$ cat config.mk
export PLATFORM = sky130hd
export DESIGN_NAME = hh_synapse
export DESIGN_NICKNAME = d
export VERILOG_FILES = /design/src/rtl/hh_pkg.sv /design/src/rtl/hh_rate_counter.sv /design/src/rtl/hh_synapse.sv
export SDC_FILE = /design/constraint.sdc
export NUM_CORES = 1
export LEC_CHECK = 0
export BUFFER_PORTS_ARGS = -buffer_cell sky130_fd_sc_hd__buf_2
export CAP_MARGIN = 20
export CORE_MARGIN = 1.5
export CORE_UTILIZATION = 40
export CTS_BUF_LIST = sky130_fd_sc_hd__clkbuf_16
export CTS_CLUSTER_SIZE = 28
export DETAILED_ROUTE_END_ITERATION = 10
export GPL_TIMING_DRIVEN = 0
export HOLD_SLACK_MARGIN = 0.08
export PLACE_DENSITY_LB_ADDON = 0.1
export SLEW_MARGIN = 10
export SYNTH_ARGS = -nofsm -noshare
export SYNTH_HDL_FRONTEND = slang
export SYNTH_SLANG_ARGS = --single-unit
$ cat constraint.sdc
create_clock -name clk -period 7.6 [get_ports clk]
set_clock_uncertainty 0.2 [all_clocks]
set_input_delay 0.76 -clock clk [delete_from_list [all_inputs] [get_ports clk]]
set_output_delay 0.76 -clock clk [all_outputs]
set_load 0.005 [all_outputs]
$ cat src/rtl/hh_pkg.sv
// Shared constants and helpers for the neuron/synapse chain.
// Default synapse tuning lives here so both ends agree.
package hh_pkg;

    localparam int I_MAX            = 255;
    localparam int WEIGHT_DEF       = 32;
    localparam int DECAY_SHIFT_DEF  = 3;
    localparam int DECAY_PERIOD_DEF = 4;
    localparam int REFRACT_DEF      = 2;
    localparam int WINDOW_DEF       = 64;

    function automatic logic [7:0] sat_add8(
        input logic [7:0] a,
        input logic [7:0] b
    );
        logic [8:0] s;
        s = {1'b0, a} + {1'b0, b};
        return s[8] ? 8'(I_MAX) : s[7:0];
    endfunction

endpackage

$ cat src/rtl/hh_rate_counter.sv
// Fixed-window spike rate meter.
// Reports accepted spikes per window, saturating at 255.
module hh_rate_counter
    import hh_pkg::*;
#(
    parameter int WINDOW = WINDOW_DEF
) (
    input  logic       clk,
    input  logic       rst_n,
    input  logic       hit,
    output logic [7:0] rate_count,
    output logic       rate_valid
);

    localparam int CW = (WINDOW > 1) ? $clog2(WINDOW) : 1;
    localparam logic [CW-1:0] W_LAST = CW'(WINDOW - 1);

    logic [CW-1:0] window_cnt;
    logic [7:0]    acc;
    logic [7:0]    acc_inc;

    assign acc_inc = sat_add8(acc, {7'd0, hit});

    // Window counter; on the last cycle publish the total and restart.
    always_ff @(posedge clk) begin
        if (!rst_n) begin
            window_cnt <= '0;
            acc        <= 8'd0;
            rate_count <= 8'd0;
            rate_valid <= 1'b0;
        end else if (window_cnt == W_LAST) begin
            window_cnt <= '0;
            acc        <= 8'd0;
            rate_count <= acc_inc;
            rate_valid <= 1'b1;
        end else begin
            window_cnt <= window_cnt + CW'(1);
            acc        <= acc_inc;
            rate_valid <= 1'b0;
        end
    end

endmodule

$ cat src/rtl/hh_synapse.sv
// Synapse: spike edges become a decaying current for the
// next neuron, plus a windowed spike-rate readout.
module hh_synapse
    import hh_pkg::*;
#(
    parameter int WEIGHT       = WEIGHT_DEF,
    parameter int DECAY_SHIFT  = DECAY_SHIFT_DEF,
    parameter int DECAY_PERIOD = DECAY_PERIOD_DEF,
    parameter int REFRACT      = REFRACT_DEF,
    parameter int WINDOW       = WINDOW_DEF
) (
    input  logic       clk,
    input  logic       rst_n,
    input  logic [7:0] spike_in,
    output logic [7:0] stim_current,
    output logic       event_pulse,
    output logic [7:0] rate_count,
    output logic       rate_valid
);

    localparam int PW =
        (DECAY_PERIOD > 1) ? $clog2(DECAY_PERIOD) : 1;
    localparam int RW =
        (REFRACT > 0) ? $clog2(REFRACT + 1) : 1;
    localparam logic [PW-1:0] P_LAST = PW'(DECAY_PERIOD - 1);
    localparam logic [RW-1:0] R_LOAD = RW'(REFRACT);
    localparam logic [7:0]    W8     = 8'(WEIGHT);

    logic          spike_any;
    logic          spike_q;
    logic          hit;
    logic          tick;
    logic [PW-1:0] prescaler;
    logic [RW-1:0] refract_cnt;
    logic [7:0]    shr;
    logic [7:0]    decayed;
    logic [7:0]    cur_nxt;

    assign spike_any = |spike_in;
    assign hit  = spike_any & ~spike_q & (refract_cnt == '0);
    assign tick = (prescaler == P_LAST);

    // Decay first, then add weight; small currents step down by 1
    // so the current always drains to zero.
    always_comb begin
        shr     = stim_current >> DECAY_SHIFT;
        decayed = stim_current;
        if (tick) begin
            if (stim_current != 8'd0 && shr == 8'd0)
                decayed = stim_current - 8'd1;
            else
                decayed = stim_current - shr;
        end
        cur_nxt = hit ? sat_add8(decayed, W8) : decayed;
    end

    // Edge detect, refractory, prescaler and current registers.
    always_ff @(posedge clk) begin
        if (!rst_n) begin
            spike_q      <= 1'b0;
            event_pulse  <= 1'b0;
            stim_current <= 8'd0;
            prescaler    <= '0;
            refract_cnt  <= '0;
        end else begin
            spike_q      <= spike_any;
            event_pulse  <= hit;
            stim_current <= cur_nxt;
            prescaler    <= tick ? '0 : prescaler + PW'(1);
            if (hit)
                refract_cnt <= R_LOAD;
            else if (refract_cnt != '0)
                refract_cnt <= refract_cnt - RW'(1);
        end
    end

    hh_rate_counter #(
        .WINDOW(WINDOW)
    ) u_rate (
        .clk       (clk),
        .rst_n     (rst_n),
        .hit       (hit),
        .rate_count(rate_count),
        .rate_valid(rate_valid)
    );

endmodule

==> out/results.md <==
| Parameter | Reported |
|---|---|
| Core footprint | 4350 µm² |
| Die H | 70.3 µm |
| Hold Vio Cnt, Final | 0 |
| Post-Route WL | 3.45 mm |
| Global-route wire length before repair | 6.06 mm |
| Post-synthesis cell type count | 49 |
| Outcome | complete, no violations |
| TritonCTS Sinks | 37 |
| Clock buffers created by TritonCTS | 5 |
| Number of placement rows | 24 |
| Final setup viols | 0 |
| Total routing resource utilization after global routing | 15.5% |
| Share of total power in the clock network | 43.4% |
| Synth top area share | 40.9% |
| Commonest cells in the netlist | sky130_fd_sc_hd__dfxtp_1, sky130_fd_sc_hd__nor2_1, sky130_fd_sc_hd__nand2_1 |
| Mapped cell area | 1810 µm² |
| CTS tree | done |
| Area added between synthesis and finish | 19.6% |
| Part of the total power dissipated in combinational logic | 16.0% |
| Area after DPL | 2010 µm² |
| Vias in the first global route | 1373 |
| Average wire per cell in the routed design | 12.2 µm |
| Largest net degree at the start of global routing | 12 |
| Register bit total from synthesis | 37 |
| Synth Instances | 197 |
| Pre-antenna DRT Iters | 4 |
| Relative slew slack | 60.3% |
| Power density normalized to cell area | 240 nW/µm² |
| Synth async-reset ratio | 0% |
| Dominant register cell in the synthesized netlist | sky130_fd_sc_hd__dfxtp_1 |
| Cell with the most instances after synthesis | sky130_fd_sc_hd__dfxtp_1 |
| Routed vias/inst | 5.18 |
| Total Negative Setup Slacks | 0 ns |
| Peak supply drop | 0.113 mV |
| Clk_lat worst skew | 0.28 ns |
| Flop pwr share | 40.5% |
| Residual DRC | 0 |
| Starting DRC count in detailed routing | 80 |
| Antenna violations before repair | 0 |
| Critical path type | in2reg |
| Type of the most critical hold path | reg2reg |
| Deepest clock path buffer count | 2 |
| Switching share of total power | 24.6% |
| # resized after CTS | 0 |
| Worst Path Arrival | 3.32 ns |
| Type of origin of the critical path | input pin |
| Die outline area | 4940 µm² |
| Average footprint of a synthesized cell | 9.20 µm² |
| Clock transition at the register clock pins on the worst setup and hold paths after CTS | 0.05 ns |
| Initial standard-cell utilization of the core | 41.6% |
| Number of antenna-violating nets in the routed design | 0 |
| Total non-filler cell area in the finished layout | 2170 µm² |
| Worst Setup End Kind | flop |
| Worst hold slack across all endpoints | 0.231 ns |
| Leakage power | 0.000919 µW |
| Transition at the pin with the smallest max-transition slack | 0.590 ns |
| Highest Clock Rate | 0.300 GHz |
| Max Fanout on Critical Path | 10 |
| Dpl hpwl | 2.53 mm |
| Global route overflow | 0 |
| Count of boundary I/O pins | 28 |
| RSZ-0062 raised after global routing | no |
| CP Data Required Time | 7.59 ns |
| Number of vias after detailed routing | 1462 |
| Max-cap violations | 0 |
| Total of hold buffers inserted after clock tree synthesis | 0 |
| Buffers added on ports | 26 |
| Total count of max-transition violations in the final report | 0 |
| Post-synthesis cell type with the largest combined area | sky130_fd_sc_hd__dfxtp_1 |
| Final cycle utilization of the critical path | 43.8% |
| Syn. warnings | 0 |
| Power dissipated by switching net loads | 128 µW |
| Post-layout min period | 3.33 ns |
| Routability congestion estimate | 0.774 |
| Deepest level of the CTS H-tree | 2 |
| # diodes | 0 |
| Fraction of layout cells with a size suffix above 1 | 19.6% |
| Count of nets after finishing | 251 |
| Net count of the mapped netlist | 218 |
| Dominant cells by area after synthesis | sky130_fd_sc_hd__dfxtp_1, sky130_fd_sc_hd__ha_1, sky130_fd_sc_hd__nor2_1 |
| Post-synth EDFFs | 0 |
| Portion of the post-synthesis area used by sequential elements | 40.9% |
| Number of buffers added for setup after CTS | 0 |
| Internal power | 392 µW |
| CTS Root Cell | sky130_fd_sc_hd__clkbuf_16 |
| Die Wd | 70.3 µm |
==> placed cells by master (no fill, tap or decap), types with 2 or more instances in the layout <==
master	instances
sky130_fd_sc_hd__o31a_1	2
sky130_fd_sc_hd__o21a_1	5
sky130_fd_sc_hd__nand4_1	2
sky130_fd_sc_hd__o21ai_1	2
sky130_fd_sc_hd__ha_1	10
sky130_fd_sc_hd__nor3_1	4
sky130_fd_sc_hd__inv_1	10
sky130_fd_sc_hd__a21oi_1	7
sky130_fd_sc_hd__nor2_1	32
sky130_fd_sc_hd__nor4_4	2
sky130_fd_sc_hd__and2_1	2
sky130_fd_sc_hd__o211a_1	2
sky130_fd_sc_hd__a211oi_1	7
sky130_fd_sc_hd__dfxtp_1	37
sky130_fd_sc_hd__clkbuf_16	5
sky130_fd_sc_hd__mux2i_1	2
sky130_fd_sc_hd__o21ai_0	9
sky130_fd_sc_hd__xor2_1	3
sky130_fd_sc_hd__nand2_1	11
sky130_fd_sc_hd__a31oi_1	2
sky130_fd_sc_hd__and3_1	3
sky130_fd_sc_hd__nor3b_1	4
sky130_fd_sc_hd__nand3_1	3
sky130_fd_sc_hd__clkbuf_1	5
sky130_fd_sc_hd__xnor2_1	5
sky130_fd_sc_hd__buf_2	28
==> critical path, stage by stage <==
cell and delay, ns:
sky130_fd_sc_hd__buf_2 0.10, sky130_fd_sc_hd__nor4_4 0.05, sky130_fd_sc_hd__a2111oi_4 0.61, sky130_fd_sc_hd__ha_1 0.31, sky130_fd_sc_hd__ha_1 0.24, sky130_fd_sc_hd__nand4_1 0.26
sky130_fd_sc_hd__nor3_1 0.58, sky130_fd_sc_hd__nor2_1 0.14, sky130_fd_sc_hd__a211oi_1 0.26
==> sequential cells by signal, summed over array words and instances, names as in the netlist <==
signal / flops
stim_current: 8
u_rate.acc: 8
u_rate.rate_count: 8
u_rate.window_cnt: 6
prescaler: 2
refract_cnt: 2
event_pulse: 1
spike_q: 1
u_rate.rate_valid: 1
==> final cells by class <==
cell class | instances | area (µm²)
Buffer | 7 | 28.8
Sequential cell | 37 | 741
Clock inverter | 2 | 35.0
Fill cell | 427 | 2190
Timing Repair Buffer | 26 | 130
Clock buffer | 5 | 125
Inverter | 10 | 37.5
Tap cell | 52 | 65.1
Multi-Input combinational cell | 143 | 1000
==> stage by stage <==
stage	power [µW]	cells	worst slack (ns)	util, %
floorplan	277	197	4.67	-
detailed placement	298	275	4.03	46.1
global placement	298	275	4.04	46.1
CTS	525	282	4.26	49.8
global route	548	282	3.98	49.8
finish	520	282	4.27	49.8
==> final timing paths <==
path,endpoint,depth (start not counted),from,slack [ns]
worst max-delay path,u_rate.rate_count[5],9,spike_in[0],4.27
worst min-delay path,prescaler[0],1,prescaler[0],0.23
worst max register to register,stim_current[7],11,stim_current[1],4.50
worst min register to register,prescaler[0],1,prescaler[0],0.23
==> cell families after synthesis <==
group | Yosys count | share of synthesized area (%)
AOI/OAI and AO/OA | 48 | 20.0
xor gates and xnor gates | 9 | 4.77
adders and majority gates | 11 | 8.01
buffers and inverters | 17 | 3.66
DFF | 37 | 40.9
muxes | 2 | 1.11
and+or+nand+nor | 73 | 21.6
==> power by group through the flow <==
| stage | logic, µW | clock network (µW) | registers (µW) |
|---|---|---|---|
| after floorplan | 63.5 | 0 | 214 |
| after global placement | 83.4 | 0 | 215 |
| after detailed placement | 83.3 | 0 | 215 |
| after CTS | 83.9 | 231 | 211 |
| after global routing | 94.5 | 242 | 212 |
| final | 83.4 | 226 | 211 |
==> metal layers <==
metal	track usage (%)	wire length, µm	part of all wire, %
met1	18.7	1620	47
met2	25.1	1620	47
met3	3.61	113	3.3
met4	8.97	94	2.7
met5	0	0	0
No activity file was read; power rests on OpenSTA's default activity.
